$ cat src/rtl/async_fifo_pkg.sv
// Shared async FIFO definitions: default pointer width, reset values, Gray encode helper.
// Optional almost_full logic in the write handler is enabled by ASYNC_FIFO_ALMOST_FULL_EN.
package async_fifo_pkg;

  localparam int unsigned DefaultWidth = 3;

  localparam logic RstFull       = 1'b0;
  localparam logic RstAlmostFull = 1'b0;
  localparam logic RstOverflow   = 1'b0;

  // Callers cast the result back to their pointer width.
  function automatic logic [31:0] bin2gray(input logic [31:0] bin);
    return bin ^ (bin >> 1);
  endfunction

endpackage

$ cat src/rtl/write_pointer_handler_if.sv
// Write-side FIFO port bundle: requests and read pointer in, pointers and status out.
interface write_pointer_handler_if
  import async_fifo_pkg::*;
#(
  parameter int unsigned WIDTH = DefaultWidth
) ();

  logic             w_en;
  logic [WIDTH:0]   g_rptr_sync;
  logic             ovf_clr;
  logic             w_accept;
  logic [WIDTH:0]   b_wptr;
  logic [WIDTH:0]   g_wptr;
  logic             full;
  logic             almost_full;
  logic [WIDTH:0]   wlevel;
  logic             overflow;

  modport master (
    output w_en, g_rptr_sync, ovf_clr,
    input  w_accept, b_wptr, g_wptr, full, almost_full, wlevel, overflow
  );

  modport slave (
    input  w_en, g_rptr_sync, ovf_clr,
    output w_accept, b_wptr, g_wptr, full, almost_full, wlevel, overflow
  );

endinterface

$ cat src/rtl/gray_to_bin.sv
// Gray-to-binary pointer conversion as a combinational XOR prefix chain from the MSB down.
module gray_to_bin #(
  parameter int unsigned WIDTH = 3
) (
  input  logic [WIDTH:0] i_gray,
  output logic [WIDTH:0] o_bin
);

  logic [WIDTH:0] w_bin;

  always_comb begin
    w_bin        = '0;
    w_bin[WIDTH] = i_gray[WIDTH];
    for (int i = int'(WIDTH) - 1; i >= 0; i--) begin
      w_bin[i] = w_bin[i+1] ^ i_gray[i];
    end
  end

  assign o_bin = w_bin;

endmodule

$ cat src/rtl/write_pointer_handler.sv
// Write-domain pointer/status block of the async FIFO: pointers, full, level, sticky overflow.
// almost_full is computed only when ASYNC_FIFO_ALMOST_FULL_EN is defined, else tied to 0.
module write_pointer_handler
  import async_fifo_pkg::*;
#(
  parameter int unsigned WIDTH        = DefaultWidth,
  parameter int unsigned AFULL_THRESH = 6
) (
  input logic                    wclk,
  input logic                    wrst_n,
  write_pointer_handler_if.slave bus
);

  logic [WIDTH:0] r_b_wptr;
  logic [WIDTH:0] r_g_wptr;
  logic [WIDTH:0] r_wlevel;
  logic           r_full;
  logic           r_almost_full;
  logic           r_overflow;

  logic           w_accept;
  logic [WIDTH:0] w_b_wptr_next;
  logic [WIDTH:0] w_g_wptr_next;
  logic [WIDTH:0] w_b_rptr_sync;
  logic [WIDTH:0] w_full_cmp;
  logic [WIDTH:0] w_wlevel_next;
  logic           w_full_next;
  logic           w_almost_full_next;
  logic           w_overflow_next;

  gray_to_bin #(
    .WIDTH (WIDTH)
  ) u_rptr_g2b (
    .i_gray (bus.g_rptr_sync),
    .o_bin  (w_b_rptr_sync)
  );

  always_comb begin
    w_accept      = bus.w_en & ~r_full;
    w_b_wptr_next = r_b_wptr + (WIDTH+1)'(w_accept);
    w_g_wptr_next = (WIDTH+1)'(bin2gray(32'(w_b_wptr_next)));
    // Full when the write pointer is one lap ahead: top two Gray bits inverted, rest equal.
    w_full_cmp    = {~bus.g_rptr_sync[WIDTH:WIDTH-1], bus.g_rptr_sync[WIDTH-2:0]};
    w_full_next   = (w_g_wptr_next == w_full_cmp);
    w_wlevel_next = w_b_wptr_next - w_b_rptr_sync;
    // Set wins over clear.
    w_overflow_next = (bus.w_en & r_full) | (r_overflow & ~bus.ovf_clr);
  end

`ifdef ASYNC_FIFO_ALMOST_FULL_EN
  assign w_almost_full_next = (32'(w_wlevel_next) >= AFULL_THRESH);
`else
  logic [31:0] w_unused_thresh;
  assign w_unused_thresh    = AFULL_THRESH;
  assign w_almost_full_next = 1'b0;
`endif

  always_ff @(posedge wclk) begin
    if (!wrst_n) begin
      r_b_wptr      <= '0;
      r_g_wptr      <= '0;
      r_wlevel      <= '0;
      r_full        <= RstFull;
      r_almost_full <= RstAlmostFull;
      r_overflow    <= RstOverflow;
    end else begin
      r_b_wptr      <= w_b_wptr_next;
      r_g_wptr      <= w_g_wptr_next;
      r_wlevel      <= w_wlevel_next;
      r_full        <= w_full_next;
      r_almost_full <= w_almost_full_next;
      r_overflow    <= w_overflow_next;
    end
  end

  assign bus.w_accept    = w_accept;
  assign bus.b_wptr      = r_b_wptr;
  assign bus.g_wptr      = r_g_wptr;
  assign bus.full        = r_full;
  assign bus.almost_full = r_almost_full;
  assign bus.wlevel      = r_wlevel;
  assign bus.overflow    = r_overflow;

endmodule

$ cat src/flat_wrapper.sv
// flat-port wrapper written by rule: the top's interface ports become plain ports
module write_pointer_handler_flat import async_fifo_pkg::*;
#(
  parameter int unsigned WIDTH        = DefaultWidth,
  parameter int unsigned AFULL_THRESH = 6
)
  (wclk, wrst_n, bus_w_en, bus_g_rptr_sync, bus_ovf_clr, bus_w_accept, bus_b_wptr, bus_g_wptr, bus_full, bus_almost_full, bus_wlevel, bus_overflow);
  write_pointer_handler_if #(.WIDTH(WIDTH)) bus_i ();
  input logic wclk;
  input logic wrst_n;
  input wire logic [$bits(bus_i.w_en)-1:0] bus_w_en;
  input wire logic [$bits(bus_i.g_rptr_sync)-1:0] bus_g_rptr_sync;
  input wire logic [$bits(bus_i.ovf_clr)-1:0] bus_ovf_clr;
  output wire logic [$bits(bus_i.w_accept)-1:0] bus_w_accept;
  output wire logic [$bits(bus_i.b_wptr)-1:0] bus_b_wptr;
  output wire logic [$bits(bus_i.g_wptr)-1:0] bus_g_wptr;
  output wire logic [$bits(bus_i.full)-1:0] bus_full;
  output wire logic [$bits(bus_i.almost_full)-1:0] bus_almost_full;
  output wire logic [$bits(bus_i.wlevel)-1:0] bus_wlevel;
  output wire logic [$bits(bus_i.overflow)-1:0] bus_overflow;
  assign bus_i.w_en = bus_w_en;
  assign bus_i.g_rptr_sync = bus_g_rptr_sync;
  assign bus_i.ovf_clr = bus_ovf_clr;
  assign bus_w_accept = bus_i.w_accept;
  assign bus_b_wptr = bus_i.b_wptr;
  assign bus_g_wptr = bus_i.g_wptr;
  assign bus_full = bus_i.full;
  assign bus_almost_full = bus_i.almost_full;
  assign bus_wlevel = bus_i.wlevel;
  assign bus_overflow = bus_i.overflow;
  write_pointer_handler #(.WIDTH(WIDTH), .AFULL_THRESH(AFULL_THRESH)) u_core (.wclk(wclk), .wrst_n(wrst_n), .bus(bus_i));
endmodule
$ cat config.mk
export PLATFORM = sky130hd
export DESIGN_NAME = write_pointer_handler_flat
export DESIGN_NICKNAME = d
export VERILOG_FILES = /design/src/rtl/async_fifo_pkg.sv /design/src/rtl/write_pointer_handler_if.sv /design/src/rtl/gray_to_bin.sv /design/src/rtl/write_pointer_handler.sv /design/src/flat_wrapper.sv
export SDC_FILE = /design/constraint.sdc
export NUM_CORES = 1
export LEC_CHECK = 0
export ABC_AREA = 1
export BUFFER_PORTS_ARGS = -buffer_cell sky130_fd_sc_hd__buf_2
export CORE_UTILIZATION = 45
export CTS_BUF_LIST = sky130_fd_sc_hd__clkbuf_8
export DETAILED_ROUTE_END_ITERATION = 8
export PLACE_DENSITY = 0.7
export SETUP_SLACK_MARGIN = 0.02
export SLEW_MARGIN = 25
export SYNTH_ARGS = -nofsm -noshare
export SYNTH_HDL_FRONTEND = slang
export SYNTH_SLANG_ARGS = --single-unit
$ cat constraint.sdc
create_clock -name wclk -period 2.37 [get_ports wclk]
set_clock_uncertainty 0.05 [all_clocks]
set_input_delay 0.237 -clock wclk [delete_from_list [all_inputs] [get_ports wclk]]
set_output_delay 0.237 -clock wclk [all_outputs]
set_load 0.005 [all_outputs]
==> metrics.log, run 1 <==
INFO  metric worst_hold_path.num_cells = 4
INFO  metric postSynthCellCount = 107
INFO  metric worst_hold_path_type = input port to register
INFO  metric status = complete, no violations
INFO  metric depth_of_the_worst_register_to_register_path = 10
INFO  metric tritoncts = built
INFO  metric route.met2.wl = 699 µm
INFO  metric clockPowerShare = 31.9%
INFO  metric cts_htree_levels = 1
INFO  metric net-switching-power = 174 µW
INFO  metric final.setup.tns = 0 ns
INFO  metric grt_max_degree = 8
INFO  metric antenna_found_initial = 0
INFO  metric ctsLongestPathBuffers = 2
INFO  metric gp_routability_congestion = 0.863
INFO  metric timing.final.setup_violations = 0
INFO  metric achievable-frequency = 0.507 GHz
INFO  metric yosysUniqueCellTypes = 15
INFO  metric post_cts_resize_count = 0
INFO  metric internal_power = 424 µW
INFO  metric average_instance_area_after_synthesis = 6.78 µm²
INFO  metric globalRoute.totalOverflow = 0
INFO  metric highest-signal-layer = met4
INFO  metric floorplan_die_height = 42.2 µm
INFO  metric drt-wirelength-per-cell = 10.0 µm
INFO  metric ys_warns = 0
INFO  metric sw_frac_of_total = 29.1%
INFO  metric yosysMostFrequentCell = sky130_fd_sc_hd__nand2_1
INFO  metric met3WireLength = 96 µm
INFO  metric holdBufCountCts = 0
INFO  metric finalNetCount = 145
INFO  metric avgViaCountPerCell = 4.95
INFO  metric critPathKind = register to register
INFO  metric synth.top_cell.area_share = 35.9%
INFO  metric power_frac_seq = 42.0%
INFO  metric grt_pass1_vias = 651
INFO  metric numCtsBuffers = 3
INFO  metric post-dp-hpwl = 1130 µm
INFO  metric synth.largest_area_cell = sky130_fd_sc_hd__dfxtp_1
INFO  metric synth_enable_flop_cells = 0
INFO  metric cts.repair_timing.setup_buffer_count = 0
INFO  metric timing.final.hold_violations = 0
INFO  metric totalPowerFinal = 599 µW
INFO  metric wp_data_required = 2.49 ns
INFO  metric pwr-share-comb = 26.1%
INFO  metric drt.antenna.violating_nets = 0
INFO  metric die-area = 1780 µm²
INFO  metric grt_pass1_wl = 2500 µm
INFO  metric synth-seq-cells = 13
INFO  metric post_synth_most_frequent_cells = sky130_fd_sc_hd__nand2_1 (33), sky130_fd_sc_hd__inv_1 (18), sky130_fd_sc_hd__dfxtp_1 (13)
INFO  metric worst_skew_pair.late_latency = 0.24 ns
INFO  metric finalCritPeriodShare = 83.2%
INFO  metric drt_pre_antenna_iters = 4
INFO  metric synth_flop_cell = sky130_fd_sc_hd__dfxtp_1
INFO  metric layout-area-overhead-vs-synth = 22.1%
INFO  metric cp_max_fo = 7
INFO  metric yosysSeqAreaShare = 35.9%
INFO  metric pin_count = 24
INFO  metric cell_area_after_synthesis = 726 µm²
INFO  metric clkTransAtPathRegs = 0.05 ns
INFO  metric worst_setup_path_start_kind = register
INFO  metric clk_root_buf = sky130_fd_sc_hd__clkbuf_8
INFO  metric std_cell_rows = 14
INFO  metric initial_utilization = 48.2%
INFO  metric p_leak = 0.000534 µW
INFO  metric placeableCoreArea = 1510 µm²
INFO  metric report.final.slew_viol_count = 0
INFO  metric drc_viols = 0
INFO  metric final_layout_size_suffix_gt1_share = 22.1%
INFO  metric antenna_cells = 0
INFO  metric postSynth.asyncResetShare = 0%
INFO  metric clock_sinks = 13
INFO  metric die_w = 42.2 µm
INFO  metric synth.area.top_cells = sky130_fd_sc_hd__dfxtp_1 (36%), sky130_fd_sc_hd__nand2_1 (17%), sky130_fd_sc_hd__inv_1 (9.3%), sky130_fd_sc_hd__nand3_1 (8.3%), sky130_fd_sc_hd__ha_1 (6.9%)
INFO  metric num_vias = 727
INFO  metric grt_setup_unrepaired = false
INFO  metric route.layer.met1.wl = 645 µm
INFO  metric reg2reg_slack = 0.40 ns
INFO  metric vdd.ir_drop.worst = 0.319 mV
INFO  metric power_density = 676 nW/µm²
INFO  metric drt-initial-drc-count = 13
INFO  metric final.min_clock_period = 1.97 ns
INFO  metric max-cap-violations = 0
INFO  metric critical_path.endpoint_type = register
INFO  metric port-buffer-count = 22
INFO  metric grtUsageTotal = 18.9%
INFO  metric arrival = 2.09 ns
INFO  metric mappedNetlistNets = 120
INFO  metric route.final.wire_length = 1470 µm
[cells by family (layout without fill, tap and decap cells)]
family	Yosys count	in the layout	synth area share [%]
and+or+nand+nor	60	60	35.7
adders and majority gates	5	5	9.66
xor gates and xnor gates	2	2	2.41
AOI/OAI and AO/OA	6	6	4.48
other	1	1	0.517
DFF	13	13	35.9
buffers and inverters	20	44	11.4
[placed cells by master (no fill, tap or decap)]
cell type	n
sky130_fd_sc_hd__nand2_2	3
sky130_fd_sc_hd__ha_1	4
sky130_fd_sc_hd__nand4_1	2
sky130_fd_sc_hd__xor2_1	2
sky130_fd_sc_hd__fa_1	1
sky130_fd_sc_hd__a21o_1	1
sky130_fd_sc_hd__clkbuf_8	3
sky130_fd_sc_hd__nand3_2	1
sky130_fd_sc_hd__nor2_1	9
sky130_fd_sc_hd__nand2_1	33
sky130_fd_sc_hd__nand3_1	12
sky130_fd_sc_hd__buf_2	22
sky130_fd_sc_hd__dfxtp_1	13
sky130_fd_sc_hd__inv_1	19
sky130_fd_sc_hd__conb_1	1
sky130_fd_sc_hd__a21oi_1	5
[flip-flops by register name, indices dropped and copies added, names as in the netlist]
register,cells
u_core.bus.g_wptr,4
u_core.bus.b_wptr,3
u_core.bus.full,1
u_core.bus.overflow,1
u_core.bus.wlevel,4
[path summary, 6_finish.rpt]
check                                                    start                               to
worst min-delay path                               bus_ovf_clr   u_core.bus.overflow$_SDFF_PN0_
worst max-delay path                u_core.bus.full$_SDFF_PN0_  u_core.bus.wlevel[3]$_SDFF_PN0_
worst min register to register  u_core.bus.overflow$_SDFF_PN0_   u_core.bus.overflow$_SDFF_PN0_
worst max register to register      u_core.bus.full$_SDFF_PN0_  u_core.bus.wlevel[3]$_SDFF_PN0_
[routing by layer]
layer,track usage [%],vias up
met5,0,-
met4,11.3,0
met3,3.88,4
met2,30.3,22
met1,23.2,326
li1,-,375
[critical path: stages, from the launching register on]
cell and delay (ns):
sky130_fd_sc_hd__dfxtp_1 0.31, sky130_fd_sc_hd__nor2_1 0.14, sky130_fd_sc_hd__ha_1 0.24, sky130_fd_sc_hd__ha_1 0.35
sky130_fd_sc_hd__ha_1 0.33, sky130_fd_sc_hd__a21o_1 0.18, sky130_fd_sc_hd__nand2_1 0.06, sky130_fd_sc_hd__nand2_1 0.06
sky130_fd_sc_hd__nand2_1 0.06, sky130_fd_sc_hd__nand2_1 0.04, sky130_fd_sc_hd__nor2_1 0.09
[power by group through the flow]
stage | registers [µW] | logic, µW | clock network (µW)
after global routing | 253 | 177 | 209
after global placement | 256 | 153 | 0
after CTS | 251 | 156 | 198
after detailed placement | 256 | 154 | 0
final | 251 | 156 | 191
after floorplan | 260 | 99.9 | 0
[final cells by class]
| cell class | count | area [µm²] |
|---|---|---|
| clock buffers | 3 | 41.3 |
| clock inverters | 1 | 3.75 |
| fillers | 154 | 621 |
| inverters | 18 | 67.6 |
| multi-input cells | 74 | 383 |
| flip-flops and latches | 13 | 260 |
| well taps | 16 | 20.0 |
| repair buffers | 22 | 110 |
[through the flow]
stage | cells | instance area (µm²) | utilization, % | hold slack (ns) | setup WS [ns]
finish | 147 | 886 | 58.8 | 0.200 | 0.399
global route | 147 | 886 | 58.8 | 0.211 | 0.230
CTS | 147 | 886 | 58.8 | 0.199 | 0.399
detailed placement | 143 | 841 | 55.8 | 0.415 | 0.336
global placement | 143 | 841 | 55.8 | 0.400 | 0.332
floorplan | 107 | 726 | - | 0.280 | 0.488
(Power assumes the default switching activity.)
==> inputs of run 2 (changes only) <==
Settings changed: PLACE_DENSITY 0.7 to 0.73.
Clock period 2.37 ns to 1.6 ns, I/O delays scaled along.
==> metrics.log, run 2 (same netlist as run 1, synthesis figures left out) <==
INFO  metric finalNetCount = 159 (+9.7%)
INFO  metric worst_skew_pair.late_latency = 0.24 ns (about the same)
INFO  metric ctsLongestPathBuffers = 2 (unchanged)
INFO  metric report.final.slew_viol_count = 0 (unchanged)
INFO  metric antenna_found_initial = 0 (unchanged)
INFO  metric crit_path_end = u_core.bus.wlevel[1]$_SDFF_PN0_
INFO  metric worst_setup_path_startpoint = u_core.bus.full$_SDFF_PN0_
INFO  metric worstPathCellList = nor2_4, ha_4, ha_4, buf_4, fa_2, nand2_1, inv_1
INFO  metric gp_routability_congestion = 0.798 (-7.6%)
INFO  metric failing_checks = negative setup slack
INFO  metric arrival = 1.80 ns (-0.29 ns)
INFO  metric depth_of_the_worst_register_to_register_path = 7 (-3)
INFO  metric antenna_cells = 0 (unchanged)
INFO  metric cts_htree_levels = 1 (unchanged)
INFO  metric net-switching-power = 317 µW (+81%)
INFO  metric clockPowerShare = 27.5% (-4.4 points)
INFO  metric drt_pre_antenna_iters = 4 (unchanged)
INFO  metric initial_utilization = 48.2% (unchanged)
INFO  metric drt.antenna.violating_nets = 0 (unchanged)
INFO  metric post-route-util = 76.3% (+18 points)
INFO  metric achievable-frequency = 0.603 GHz (+19%)
INFO  metric grt_pass1_vias = 708 (+8.8%)
INFO  metric die_w = 42.2 µm (unchanged)
INFO  metric sw_frac_of_total = 30.7% (+1.6 points)
INFO  metric worst_setup_path_start_kind = register
INFO  metric pwr-share-comb = 36.3% (+10 points)
INFO  metric std_cell_rows = 14 (unchanged)
INFO  metric power_density = 897 nW/µm² (+33%)
INFO  metric finalCritPeriodShare = 104% (+21 points)
INFO  metric fin_area = 1150 µm² (+30%)
INFO  metric clkTransAtPathRegs = 0.05 ns (about the same)
INFO  metric grt_max_degree = 8 (unchanged)
INFO  metric timing.final.ws_setup = -0.0597 ns (-0.459 ns)
INFO  metric critical_path_slowest_stage_cell = sky130_fd_sc_hd__fa_2
INFO  metric status = finished with violations
INFO  metric num-fill-cells = 110 (-29%)
INFO  metric critPathKind = register to register
INFO  metric post-dp-hpwl = 1440 µm (+28%)
INFO  metric placeableCoreArea = 1510 µm² (unchanged)
INFO  metric numPlacedInstances = 152 (+6.3%)
INFO  metric cp_max_fo = 4 (-3)
INFO  metric clk_root_buf = sky130_fd_sc_hd__clkbuf_8
INFO  metric layout.cells.most_common = sky130_fd_sc_hd__nand2_1
INFO  metric worst_flop_to_flop_path_startpoint = u_core.bus.full$_SDFF_PN0_
INFO  metric drc_viols = 0 (unchanged)
INFO  metric grt_setup_unrepaired = true
INFO  metric timing.final.setup_violations = 3 (+3)
INFO  metric holdBufCountCts = 0 (unchanged)
INFO  metric drt-wirelength-per-cell = 11.3 µm (+13%)
INFO  metric detailed_place.area = 1020 µm² (+21%)
INFO  metric avgViaCountPerCell = 4.90 (-0.91%)
INFO  metric grt_pass1_wl = 3000 µm (+20%)
INFO  metric pin_count = 24 (unchanged)
INFO  metric timing.final.hold_violations = 0 (unchanged)
INFO  metric max-cap-violations = 0 (unchanged)
INFO  metric num_vias = 789 (+8.5%)
INFO  metric floorplan_die_height = 42.2 µm (unchanged)
INFO  metric ff_to_ff_end = u_core.bus.wlevel[1]$_SDFF_PN0_
INFO  metric cpPeakStageDelay = 0.51 ns (+0.16 ns)
INFO  metric internal_power = 715 µW (+68%)
INFO  metric numCtsBuffers = 3 (unchanged)
INFO  metric route.final.wire_length = 1830 µm (+24%)
INFO  metric layout-area-overhead-vs-synth = 58.4%
INFO  metric grtUsageTotal = 22.8% (+4.0 points)
INFO  metric layout.cells.most_common_list = sky130_fd_sc_hd__nand2_1 (26), sky130_fd_sc_hd__buf_2 (21), sky130_fd_sc_hd__inv_1 (15)
INFO  metric wp_data_required = 1.74 ns (-0.75 ns)
INFO  metric final_cells = 161 (+9.5%)
INFO  metric globalRoute.totalOverflow = 0 (unchanged)
INFO  metric reg2reg_slack = -0.06 ns (-0.46 ns)
INFO  metric port-buffer-count = 22 (unchanged)
INFO  metric crit_top_cell = sky130_fd_sc_hd__ha_4
INFO  metric final_layout_size_suffix_gt1_share = 44.8% (+23 points)
INFO  metric clock_sinks = 13 (unchanged)
INFO  metric tritoncts = built
INFO  metric p_leak = 0.000629 µW (+18%)
INFO  metric vdd.ir_drop.worst = 0.626 mV (+96%)
INFO  metric die-area = 1780 µm² (unchanged)
INFO  metric final.min_clock_period = 1.66 ns (-0.311 ns)
INFO  metric critical_path.endpoint_type = register
INFO  metric power_frac_seq = 36.3% (-5.7 points)
INFO  metric drt-initial-drc-count = 19 (+6)
INFO  metric worst_hold_path_type = input port to register
INFO  metric final.setup.tns = -0.114 ns (-0.114 ns)
## run 2: cell count changes in the layout (fill, tap and decap cells not counted), moves of 3 or more
cell                      delta
sky130_fd_sc_hd__buf_4      +13
sky130_fd_sc_hd__nand2_1     -7
sky130_fd_sc_hd__ha_1        -4
sky130_fd_sc_hd__ha_4        +4
sky130_fd_sc_hd__inv_1       -4
sky130_fd_sc_hd__nand2_4     +4
sky130_fd_sc_hd__nand2_2     +3
## run 2: critical path, delay by kind of cell, from the launching register on
family        cells  cell delay (ns)
fa+ha+maj         3             0.93
simple gates      2             0.08
buf+inv           2             0.19
flops             1             0.35
## run 2: worst min path at each step
stage                     slack, ns  cells after the start        start                              end
after floorplan                0.21                      2       wrst_n  u_core.bus.b_wptr[0]$_SDFF_PN0_
after global placement         0.36                      4  bus_ovf_clr   u_core.bus.overflow$_SDFF_PN0_
after global routing           0.16                      3     bus_w_en   u_core.bus.overflow$_SDFF_PN0_
after CTS                      0.11                      4  bus_ovf_clr   u_core.bus.overflow$_SDFF_PN0_
final                          0.11                      4  bus_ovf_clr   u_core.bus.overflow$_SDFF_PN0_
after detailed placement       0.36                      4  bus_ovf_clr   u_core.bus.overflow$_SDFF_PN0_
## run 2: area by class of cell
| class | instances | area (µm²) | area share [%] |
|---|---|---|---|
| timing repair buffer | 36 | 221 | 19.3 |
| sequential | 13 | 262 | 22.7 |
| inverter | 18 | 87.6 | 7.62 |
| tap | 16 | 20.0 | 1.74 |
| clock buffer | 3 | 41.3 | 3.59 |
| clock inverter | 1 | 3.75 | 0.326 |
| multi-input combinational | 74 | 514 | 44.7 |
## run 2: metal layers
metal	part of all wire, %	vias up	global-route usage [%]
li1	-	409	-
met1	45	352	27.3
met2	50	24	41.3
met3	4.2	4	3.88
met4	1.4	0	7.50
met5	0	-	0
## run 2: timing repair
item | CTS | global route
pin swaps | 9 | 6
setup endpoints to repair | 4 | 4
resized for setup | 3 | 9
buffers inserted | 5 | 0
## run 2: stage by stage
step,total power [µW],hold WS [ns],setup WS [ns]
2_1_floorplan,576,0.208,-0.0379
4_1_cts,1010,0.111,-0.0612
6_report,1030,0.111,-0.0597
3_3_place_gp,679,0.361,-0.243
5_1_grt,1100,0.156,-0.137
3_5_place_dp,697,0.361,-0.280
## run 2: power groups by stage
stage | Clock [µW] | Sequential, µW | Combinational (µW)
4_1_cts | 288 | 375 | 350
2_1_floorplan | 0 | 388 | 188
5_1_grt | 301 | 378 | 418
6_report | 283 | 374 | 374
3_5_place_dp | 0 | 381 | 317
3_3_place_gp | 0 | 378 | 301
